File: src/rtl/cpu_dcache_arbiter_if.sv
// Request/response bundle between the two data-cache masters, the arbiter
// and the data cache request port. The arbiter uses the slave view; the
// environment (CPU side plus cache) uses the master view.
interface cpu_dcache_arbiter_if;
  // port A (load/store unit)
  logic        i_a_request;
  logic        i_a_rw;
  logic        i_a_flush;
  logic        i_a_cacheable;
  logic        i_a_lock;
  logic [31:0] i_a_address;
  logic [31:0] i_a_wdata;
  logic        o_a_ready;
  logic [31:0] o_a_rdata;
  // port B (debug / DMA / atomic unit)
  logic        i_b_request;
  logic        i_b_rw;
  logic        i_b_flush;
  logic        i_b_cacheable;
  logic        i_b_lock;
  logic [31:0] i_b_address;
  logic [31:0] i_b_wdata;
  logic        o_b_ready;
  logic [31:0] o_b_rdata;
  // data cache request port
  logic        o_dc_request;
  logic        o_dc_rw;
  logic        o_dc_flush;
  logic        o_dc_cacheable;
  logic [31:0] o_dc_address;
  logic [31:0] o_dc_wdata;
  logic        i_dc_ready;
  logic [31:0] i_dc_rdata;

  modport slave (
    input  i_a_request, i_a_rw, i_a_flush, i_a_cacheable, i_a_lock,
    input  i_a_address, i_a_wdata,
    output o_a_ready, o_a_rdata,
    input  i_b_request, i_b_rw, i_b_flush, i_b_cacheable, i_b_lock,
    input  i_b_address, i_b_wdata,
    output o_b_ready, o_b_rdata,
    output o_dc_request, o_dc_rw, o_dc_flush, o_dc_cacheable,
    output o_dc_address, o_dc_wdata,
    input  i_dc_ready, i_dc_rdata
  );

  modport master (
    output i_a_request, i_a_rw, i_a_flush, i_a_cacheable, i_a_lock,
    output i_a_address, i_a_wdata,
    input  o_a_ready, o_a_rdata,
    output i_b_request, i_b_rw, i_b_flush, i_b_cacheable, i_b_lock,
    output i_b_address, i_b_wdata,
    input  o_b_ready, o_b_rdata,
    input  o_dc_request, o_dc_rw, o_dc_flush, o_dc_cacheable,
    input  o_dc_address, o_dc_wdata,
    output i_dc_ready, i_dc_rdata
  );
endinterface

File: src/rtl/cpu_dcache_arbiter.sv
// Two-port arbiter in front of the data cache request port. Transactions
// are serialized with round-robin fairness; an owner may keep the grant
// across transactions (lock) for a bounded number of idle cycles so that
// read-modify-write sequences are not interleaved with the other port.
module cpu_dcache_arbiter #(
  parameter int unsigned MAX_LOCK = 16
) (
  input  logic                       i_clock,
  input  logic                       i_reset,
  cpu_dcache_arbiter_if.slave        bus
);

  typedef enum logic [1:0] {
    IDLE     = 2'd0,
    BUSY     = 2'd1,
    COMPLETE = 2'd2,
    LOCKED   = 2'd3
  } state_t;

  // last lock_count value before the locked owner is forced to let go
  localparam logic [7:0] LOCK_LAST = 8'(MAX_LOCK - 1);

  // Per-port views indexed by port number (0 = A, 1 = B)
  logic [1:0]       port_request;
  logic [1:0]       port_rw;
  logic [1:0]       port_flush;
  logic [1:0]       port_cacheable;
  logic [1:0]       port_lock;
  logic [1:0][31:0] port_address;
  logic [1:0][31:0] port_wdata;

  assign port_request   = {bus.i_b_request,   bus.i_a_request};
  assign port_rw        = {bus.i_b_rw,        bus.i_a_rw};
  assign port_flush     = {bus.i_b_flush,     bus.i_a_flush};
  assign port_cacheable = {bus.i_b_cacheable, bus.i_a_cacheable};
  assign port_lock      = {bus.i_b_lock,      bus.i_a_lock};
  assign port_address   = {bus.i_b_address,   bus.i_a_address};
  assign port_wdata     = {bus.i_b_wdata,     bus.i_a_wdata};

  state_t           state_reg,        state_next;
  logic             owner_reg,        owner_next;
  logic             last_grant_reg,   last_grant_next;
  logic             lock_hold_reg,    lock_hold_next;
  logic [7:0]       lock_count_reg,   lock_count_next;
  logic             dc_request_reg,   dc_request_next;
  logic             dc_rw_reg,        dc_rw_next;
  logic             dc_flush_reg,     dc_flush_next;
  logic             dc_cacheable_reg, dc_cacheable_next;
  logic [31:0]      dc_address_reg,   dc_address_next;
  logic [31:0]      dc_wdata_reg,     dc_wdata_next;
  logic [1:0]       ready_reg,        ready_next;
  logic [1:0][31:0] rdata_reg,        rdata_next;

  // port selected for a new issue this cycle, and whether one happens
  logic             grant;
  logic             issue;

  // Next-state, grant selection and registered-output updates
  always_comb begin
    state_next        = state_reg;
    owner_next        = owner_reg;
    last_grant_next   = last_grant_reg;
    lock_hold_next    = lock_hold_reg;
    lock_count_next   = lock_count_reg;
    dc_request_next   = dc_request_reg;
    dc_rw_next        = dc_rw_reg;
    dc_flush_next     = dc_flush_reg;
    dc_cacheable_next = dc_cacheable_reg;
    dc_address_next   = dc_address_reg;
    dc_wdata_next     = dc_wdata_reg;
    ready_next        = 2'b00;
    rdata_next        = rdata_reg;
    grant             = owner_reg;
    issue             = 1'b0;

    case (state_reg)
      IDLE: begin
        if (port_request != 2'b00) begin
          // on contention the port that did not win last time goes first
          if (port_request == 2'b11) begin
            grant = ~last_grant_reg;
          end else begin
            grant = port_request[1];
          end
          issue           = 1'b1;
          owner_next      = grant;
          last_grant_next = grant;
          state_next      = BUSY;
        end
      end

      BUSY: begin
        if (bus.i_dc_ready) begin
          dc_request_next        = 1'b0;
          ready_next[owner_reg]  = 1'b1;
          rdata_next[owner_reg]  = bus.i_dc_rdata;
          lock_hold_next         = port_lock[owner_reg];
          state_next             = COMPLETE;
        end
      end

      COMPLETE: begin
        // one dead cycle lets the owner drop its request after ready
        if (lock_hold_reg) begin
          lock_count_next = 8'd0;
          state_next      = LOCKED;
        end else begin
          state_next      = IDLE;
        end
      end

      LOCKED: begin
        if (port_request[owner_reg]) begin
          // locked follow-up does not count as a new round-robin grant
          grant      = owner_reg;
          issue      = 1'b1;
          state_next = BUSY;
        end else if (!port_lock[owner_reg] || (lock_count_reg == LOCK_LAST)) begin
          state_next = IDLE;
        end else begin
          lock_count_next = lock_count_reg + 8'd1;
        end
      end

      default: begin
        state_next = IDLE;
      end
    endcase

    if (issue) begin
      dc_request_next   = 1'b1;
      dc_rw_next        = port_rw[grant];
      dc_flush_next     = port_flush[grant];
      dc_cacheable_next = port_cacheable[grant];
      dc_address_next   = port_address[grant];
      dc_wdata_next     = port_wdata[grant];
    end
  end

  // State and output registers; reset abandons any transaction in flight
  always_ff @(posedge i_clock) begin
    if (i_reset) begin
      state_reg        <= IDLE;
      owner_reg        <= 1'b0;
      last_grant_reg   <= 1'b1;
      lock_hold_reg    <= 1'b0;
      lock_count_reg   <= 8'd0;
      dc_request_reg   <= 1'b0;
      dc_rw_reg        <= 1'b0;
      dc_flush_reg     <= 1'b0;
      dc_cacheable_reg <= 1'b0;
      dc_address_reg   <= 32'd0;
      dc_wdata_reg     <= 32'd0;
      ready_reg        <= 2'b00;
      rdata_reg        <= '0;
    end else begin
      state_reg        <= state_next;
      owner_reg        <= owner_next;
      last_grant_reg   <= last_grant_next;
      lock_hold_reg    <= lock_hold_next;
      lock_count_reg   <= lock_count_next;
      dc_request_reg   <= dc_request_next;
      dc_rw_reg        <= dc_rw_next;
      dc_flush_reg     <= dc_flush_next;
      dc_cacheable_reg <= dc_cacheable_next;
      dc_address_reg   <= dc_address_next;
      dc_wdata_reg     <= dc_wdata_next;
      ready_reg        <= ready_next;
      rdata_reg        <= rdata_next;
    end
  end

  assign bus.o_dc_request   = dc_request_reg;
  assign bus.o_dc_rw        = dc_rw_reg;
  assign bus.o_dc_flush     = dc_flush_reg;
  assign bus.o_dc_cacheable = dc_cacheable_reg;
  assign bus.o_dc_address   = dc_address_reg;
  assign bus.o_dc_wdata     = dc_wdata_reg;
  assign bus.o_a_ready      = ready_reg[0];
  assign bus.o_b_ready      = ready_reg[1];
  assign bus.o_a_rdata      = rdata_reg[0];
  assign bus.o_b_rdata      = rdata_reg[1];

endmodule

File: src/flat_wrapper.sv
// flat-port wrapper written by rule: the top's interface ports become plain ports
module cpu_dcache_arbiter_flat 
#(
  parameter int unsigned MAX_LOCK = 16
)
  (i_clock, i_reset, bus_i_a_request, bus_i_a_rw, bus_i_a_flush, bus_i_a_cacheable, bus_i_a_lock, bus_i_a_address, bus_i_a_wdata, bus_o_a_ready, bus_o_a_rdata, bus_i_b_request, bus_i_b_rw, bus_i_b_flush, bus_i_b_cacheable, bus_i_b_lock, bus_i_b_address, bus_i_b_wdata, bus_o_b_ready, bus_o_b_rdata, bus_o_dc_request, bus_o_dc_rw, bus_o_dc_flush, bus_o_dc_cacheable, bus_o_dc_address, bus_o_dc_wdata, bus_i_dc_ready, bus_i_dc_rdata);
  cpu_dcache_arbiter_if bus_i ();
  input  logic i_clock;
  input  logic i_reset;
  input wire logic [$bits(bus_i.i_a_request)-1:0] bus_i_a_request;
  input wire logic [$bits(bus_i.i_a_rw)-1:0] bus_i_a_rw;
  input wire logic [$bits(bus_i.i_a_flush)-1:0] bus_i_a_flush;
  input wire logic [$bits(bus_i.i_a_cacheable)-1:0] bus_i_a_cacheable;
  input wire logic [$bits(bus_i.i_a_lock)-1:0] bus_i_a_lock;
  input wire logic [$bits(bus_i.i_a_address)-1:0] bus_i_a_address;
  input wire logic [$bits(bus_i.i_a_wdata)-1:0] bus_i_a_wdata;
  output wire logic [$bits(bus_i.o_a_ready)-1:0] bus_o_a_ready;
  output wire logic [$bits(bus_i.o_a_rdata)-1:0] bus_o_a_rdata;
  input wire logic [$bits(bus_i.i_b_request)-1:0] bus_i_b_request;
  input wire logic [$bits(bus_i.i_b_rw)-1:0] bus_i_b_rw;
  input wire logic [$bits(bus_i.i_b_flush)-1:0] bus_i_b_flush;
  input wire logic [$bits(bus_i.i_b_cacheable)-1:0] bus_i_b_cacheable;
  input wire logic [$bits(bus_i.i_b_lock)-1:0] bus_i_b_lock;
  input wire logic [$bits(bus_i.i_b_address)-1:0] bus_i_b_address;
  input wire logic [$bits(bus_i.i_b_wdata)-1:0] bus_i_b_wdata;
  output wire logic [$bits(bus_i.o_b_ready)-1:0] bus_o_b_ready;
  output wire logic [$bits(bus_i.o_b_rdata)-1:0] bus_o_b_rdata;
  output wire logic [$bits(bus_i.o_dc_request)-1:0] bus_o_dc_request;
  output wire logic [$bits(bus_i.o_dc_rw)-1:0] bus_o_dc_rw;
  output wire logic [$bits(bus_i.o_dc_flush)-1:0] bus_o_dc_flush;
  output wire logic [$bits(bus_i.o_dc_cacheable)-1:0] bus_o_dc_cacheable;
  output wire logic [$bits(bus_i.o_dc_address)-1:0] bus_o_dc_address;
  output wire logic [$bits(bus_i.o_dc_wdata)-1:0] bus_o_dc_wdata;
  input wire logic [$bits(bus_i.i_dc_ready)-1:0] bus_i_dc_ready;
  input wire logic [$bits(bus_i.i_dc_rdata)-1:0] bus_i_dc_rdata;
  assign bus_i.i_a_request = bus_i_a_request;
  assign bus_i.i_a_rw = bus_i_a_rw;
  assign bus_i.i_a_flush = bus_i_a_flush;
  assign bus_i.i_a_cacheable = bus_i_a_cacheable;
  assign bus_i.i_a_lock = bus_i_a_lock;
  assign bus_i.i_a_address = bus_i_a_address;
  assign bus_i.i_a_wdata = bus_i_a_wdata;
  assign bus_o_a_ready = bus_i.o_a_ready;
  assign bus_o_a_rdata = bus_i.o_a_rdata;
  assign bus_i.i_b_request = bus_i_b_request;
  assign bus_i.i_b_rw = bus_i_b_rw;
  assign bus_i.i_b_flush = bus_i_b_flush;
  assign bus_i.i_b_cacheable = bus_i_b_cacheable;
  assign bus_i.i_b_lock = bus_i_b_lock;
  assign bus_i.i_b_address = bus_i_b_address;
  assign bus_i.i_b_wdata = bus_i_b_wdata;
  assign bus_o_b_ready = bus_i.o_b_ready;
  assign bus_o_b_rdata = bus_i.o_b_rdata;
  assign bus_o_dc_request = bus_i.o_dc_request;
  assign bus_o_dc_rw = bus_i.o_dc_rw;
  assign bus_o_dc_flush = bus_i.o_dc_flush;
  assign bus_o_dc_cacheable = bus_i.o_dc_cacheable;
  assign bus_o_dc_address = bus_i.o_dc_address;
  assign bus_o_dc_wdata = bus_i.o_dc_wdata;
  assign bus_i.i_dc_ready = bus_i_dc_ready;
  assign bus_i.i_dc_rdata = bus_i_dc_rdata;
  cpu_dcache_arbiter #(.MAX_LOCK(MAX_LOCK)) u_core (.i_clock(i_clock), .i_reset(i_reset), .bus(bus_i));
endmodule
File: config.mk
export PLATFORM = sky130hd
export DESIGN_NAME = cpu_dcache_arbiter_flat
export DESIGN_NICKNAME = d
export VERILOG_FILES = /design/src/rtl/cpu_dcache_arbiter_if.sv /design/src/rtl/cpu_dcache_arbiter.sv /design/src/flat_wrapper.sv
export SDC_FILE = /design/constraint.sdc
export NUM_CORES = 1
export LEC_CHECK = 0
export ABC_AREA = 0
export CAP_MARGIN = 10
export CORE_MARGIN = 8
export CORE_UTILIZATION = 44
export DETAILED_ROUTE_END_ITERATION = 10
export HOLD_SLACK_MARGIN = 0.08
export PLACE_DENSITY = 0.87
export SYNTH_ARGS = -nofsm -noshare
export SYNTH_HDL_FRONTEND = slang
export SYNTH_SLANG_ARGS = --single-unit
File: constraint.sdc
create_clock -name i_clock -period 5.81 [get_ports i_clock]
set_input_delay 1.743 -clock i_clock [delete_from_list [all_inputs] [get_ports i_clock]]
set_output_delay 1.743 -clock i_clock [all_outputs]
set_load 0.01 [all_outputs]
Word level (Yosys, flattened, before mapping)
Index checks and enable logic that the tools add are counted.

operators by class
  add/subtract/negate cells = 1
  $lt $le $gt $ge = 3
  equal/unequal tests = 11
  muxes and demuxes = 38
  bitwise operators = 3
  reductions and logical operators = 14

operator list
  cell                                                        count
  2-to-1 mux 32 bit                                           5
  bitwise mux 64 bit                                          1
  demux 32 bit (select 1 bit)                                 1
  2-to-1 mux 8 bit                                            3
  2-to-1 mux 1 bit                                            19
  case mux 8 bit (2 select lines)                             1
  2-to-1 mux 2 bit                                            5
  adder 8 x 1 -> 8 bit, second input constant                 1
  == test 8 x 4 -> 1 bit, second input constant               1
  case mux 2 bit (4 select lines)                             1
  nonzero test 2 bit                                          4
  == test 2 bit, second input constant                        3
  inequality test 2 bit, second input constant                3
  AND reduction 2 bit                                         3
  less-than comparator 1 x 2 -> 1 bit, second input constant  2
  inequality test 2 x 1 -> 1 bit, second input constant       2
  AND reduction 4 bit                                         1
  inequality test 3 x 1 -> 1 bit, second input constant       1
  NOT 1 bit                                                   3
  AND reduction 3 bit                                         1
  OR reduction 3 bit                                          1
  == test 2 x 1 -> 1 bit, second input constant               1
  logical NOT 2 bit                                           1
  case mux 1 bit (2 select lines)                             1
  5 further kinds                                             5

word-level totals
  register bits after elaboration = 147
  bits of input ports = 173
  output and inout port bits = 134
  word-level logic and storage cells = 84

Longest topological paths before layout
  depth after elaboration = 7
  gate-level depth with buffers = 8
  gate-level depth less buffers = 6

Least setup slack after synthesis
OpenSTA, ideal clock, no wires.

  path kind = input to register
  start = input bus_i_b_request
  end = register u_core.lock_count_reg[4]
  setup time = 92 ps
  arrival time = 2857 ps
  data required time = 5718 ps
  setup slack = 2860 ps
  stages = 5
  path buffers = 1
  cell sequence = mux2i_1 -> o22ai_1 -> or3_1 -> buf_2 -> o32ai_1

between the ends
  longest elaborated chain between the ends = 4

ends and longest elaborated chain
  item                                                 RTL line                   RTL
  start: declaration                                   flat_wrapper.sv:19         input wire logic [$bits(bus_i.i_b_request)-1:0] bus_i_b_request;
  2-to-1 mux 1 bit (implied by the code) (2 in a row)  cpu_dcache_arbiter.sv:113  if (port_request[owner_reg]) begin
  inequality test 2 bit (no source line)               --
  AND reduction 4 bit (no source line)                 --
  end signal: assignment                               cpu_dcache_arbiter.sv:161  lock_count_reg <= lock_count_next;
  end: declaration                                     cpu_dcache_arbiter.sv:44   logic [7:0] lock_count_reg, lock_count_next;

No other way between the ends. The select of a mux whose other input is x is not followed.
A chain may end at the register's enable or synchronous reset.

Final worst setup path
  start = input bus_i_a_request
  end = register u_core.dc_address_reg[13], in the netlist u_core.bus.o_dc_address[13]

between the ends
  longest elaborated chain between the ends = 6
  elaborated cells on any way between the ends = 12
  those cells by class = eq/ne (1); mux (10); reduce/logical (1)

ends and longest elaborated chain
  item                                                  RTL line                   RTL
  start: declaration                                    flat_wrapper.sv:10         input wire logic [$bits(bus_i.i_a_request)-1:0] bus_i_a_request;
  == test 2 bit                                         cpu_dcache_arbiter.sv:80   if (port_request == 2'b11) begin
  2-to-1 mux 1 bit                                      cpu_dcache_arbiter.sv:80
  2-to-1 mux 1 bit                                      cpu_dcache_arbiter.sv:78   if (port_request != 2'b00) begin
  2-to-1 mux 1 bit                                      --
  2-to-1 mux 32 bit (implied by the code) (2 in a row)  cpu_dcache_arbiter.sv:135  dc_address_next = port_address[grant];
  end signal: assignment                                cpu_dcache_arbiter.sv:166  dc_address_reg <= dc_address_next;
  end: declaration                                      cpu_dcache_arbiter.sv:49   logic [31:0] dc_address_reg, dc_address_next;

Several ways; a longest one is shown, not always the timed one. The select of a mux whose other input is x is not followed.

==> impl_results.md <==
* Critical path start-end classification: input pin to flop
* Buffer levels on the longest clock path at 2
* Initial antenna violation count at 0
* Die Footprint at 18200 um^2
* Number of violations of the max-capacitance limit at 0
* Worst endpoint data arrival time at 4.07 ns
* P&R area growth vs syn at 60.3%
* Hold Path End: u_core.bus.o_a_rdata[2]
* Flop and latch count out of synthesis at 147
* Global-route wire length before repair at 32.9 mm
* Relative slew slack at 27.9%
* Setup clock skew after layout at 0.00744 ns
* Final wirelength at 21.9 mm
* Final setup margin at 1.98 ns
* Count of TritonRoute iterations in the first routing pass at 5
* Endpoint of the worst-slack reg-to-reg timing path: u_core.bus.o_dc_wdata[30]
* CP max FO at 34
* Predominant post-synthesis flop cell: dfxtp_1
* Hold Vio Cnt, Final at 0
* R2r worst-path depth at 6
* Slew at the pin with the worst max-slew slack at 1.08 ns
* Post-synth EDFFs at 0
* Overflow left after global routing at 0
* Sink Count at 147
* Final Critical Period at 3.83 ns
* Number of design rule violations left after detail routing at 0
* Hold/Removal Path Class: flop to flop
* Iteration-0 DRC count of the detailed router at 421
* H-Tree Depth at 4
* Number of setup violations in the final report at 0
* Setup TNS at 0 ns
* CTS tree: done
* Post-Place Worst Slack at 1.55 ns
* Type of destination of the critical path: flop
* Number of diodes added for antenna fixing at 0
* Leading cell type in the layout, fill and taps excluded: clkdlybuf4s50_1
* Fraction of final layout cells sized beyond drive strength 1 at 5.69%
* Root Buffer: clkbuf_16
* Via count of the first global-routing pass at 6222
* Clock slew at reported path FFs at 0.06 ns
* Top-level I/O count at 307
* Slack of the worst reg-to-reg path at 3.08 ns
* Number of standard cells after synthesis at 700
* Commonest cells after routing, fill and taps aside: clkdlybuf4s50_1, dfxtp_1, nand2_1, a21oi_1
* Starting density of the core at 44.9%
* Post-DP HPWL at 16.1 mm
* Number of instances on the worst hold path at 2
* Yosys warning total at 0
* P per Cell Area at 388 nW/um^2
* Largest cells by area after synthesis: dfxtp_1, a21oi_1, mux2i_1
* Post-cts hold buffer count at 0
* Data required time at the worst endpoint at 6.05 ns
* Fraction of synthesis flops using an asynchronous set or reset pin at 0%
* Routed vias/inst at 5.44
* Count of final max-slew check failures at 0
* Cell type with the highest aggregate area in the netlist: dfxtp_1
* IR Drop Worst-Case VDD at 0.220 mV
* Static leakage at 3.74 nW
* Critical Path Start Type: input pin
* Die X at 135 um
* Hold path start: u_core.bus.o_a_rdata[2]
* CP Launch Point: bus_i_a_request
* GP Congestion at 0.817
* Die span in y at 135 um
* Number of different library cells in the post-synthesis netlist at 37
* Pin count of the biggest net entering global routing at 75
* Net count after synthesis at 879
* Worst reg2reg startpoint: u_core.state_reg[0]
* Avg WL per Cell at 18.8 um
* Antenna violation net count after detailed routing at 0
* Post-synthesis instance area at 6210 um^2
* Number of placement rows at 43
* Number of CTS-inserted buffers at 17
* Count of instances resized after the clock tree is built at 0
* Post-CTS setup-driven buffer insertion count at 0
* Buffers on Ports at 306
* Sequential share of the synthesized area at 47.4%
* Setup repair after global routing missed its margin: no
* Via count at 6331
* Total global routing track utilization at 23.0%
* Area of the core at 13800 um^2
* Later-pin clock latency in the skew report at 0.42 ns
* Outcome: finished clean
* Average cell area after synthesis at 8.87 um^2
* Max frequency at 0.261 GHz
* Area share of the leading cell type in the synthesized netlist at 47.4%
* Post-route fraction of the period consumed by the critical path at 65.8%
* Number of nets in the finished design at 1150
==> synthesized netlist by cell type (2+ instances only) <==
cell type / number
o32ai_1: 2
a21oi_1: 137
a311oi_1: 68
mux2_2: 2
mux2i_1: 68
a221oi_1: 6
buf_4: 2
nand4_1: 2
or2_2: 2
nor2_1: 7
nand2b_1: 3
o22ai_1: 7
buf_2: 17
ha_1: 6
clkbuf_1: 47
nand2_1: 142
or4_1: 3
nand3_1: 5
and3_1: 3
inv_1: 8
dfxtp_1: 147
==> how the worst max path moves through the flow <==
stage	to	slack, ns	cells past startpoint
3_3_place_gp	u_core.bus.o_dc_address[21]	1.65	6
3_5_place_dp	u_core.bus.o_dc_address[13]	1.55	6
4_1_cts	u_core.bus.o_dc_address[13]	2.00	6
6_report	u_core.bus.o_dc_address[13]	1.98	6
5_1_grt	u_core.bus.o_dc_wdata[30]	1.84	6
2_1_floorplan	u_core.lock_count_reg[4]	2.86	5
==> critical path: stages <==
cell	delay [ns]
clkdlybuf4s50_1	0.56
nand2_1	0.12
a32oi_4	0.90
buf_12	0.35
mux2i_1	0.24
a311oi_1	0.12
==> cells by family (layout without fill, tap and decap cells) <==
kind of cell    Yosys count  count (layout)  synth area share [%]
fa+ha+maj                 6               6                  1.21
mux                      70              70                  11.3
compound gates          228             228                  23.5
buf+inv                  77             361                  5.24
flops                   147             147                  47.4
simple gates            172             172                  11.3
==> per-layer routing <==
| layer | vias up | part of all wire, % | global-route usage, % |
|---|---|---|---|
| li1 | 3091 | - | - |
| met1 | 2909 | 40 | 26.5 |
| met2 | 289 | 47 | 37.4 |
| met3 | 42 | 9.4 | 7.91 |
| met4 | 0 | 3.4 | 11.4 |
| met5 | - | 0 | 0 |
==> stage by stage <==
stage	instance area (um^2)	cells	utilization, %	power, mW	hold slack, ns
2_1_floorplan	6210	700	-	2.11	0.419
3_3_place_gp	9370	1132	67.7	2.77	0.436
3_5_place_dp	9370	1132	67.7	2.80	0.446
4_1_cts	9950	1164	72.0	3.89	0.454
5_1_grt	9950	1164	72.0	4.05	0.467
6_report	9950	1164	72.0	3.86	0.452
==> cell type report <==
type / instances / area, um^2
Sequential cell: 147 / 2940
Fill cell: 1044 / 3870
Multi-Input combinational cell: 476 / 2970
Timing Repair Buffer: 320 / 3190
Clock inverter: 12 / 133
Clock buffer: 20 / 457
Inverter: 9 / 35.0
Tap cell: 180 / 225
==> power breakdown <==
| part | leakage (nW) | switching [mW] | internal (mW) | total (mW) |
|---|---|---|---|---|
| Clock | 0.282 | 0.427 | 0.655 | 1.08 |
| Sequential | 1.20 | 0.110 | 1.21 | 1.32 |
| Combinational | 2.26 | 0.746 | 0.719 | 1.47 |
Power figures use the tool's default switching activity.
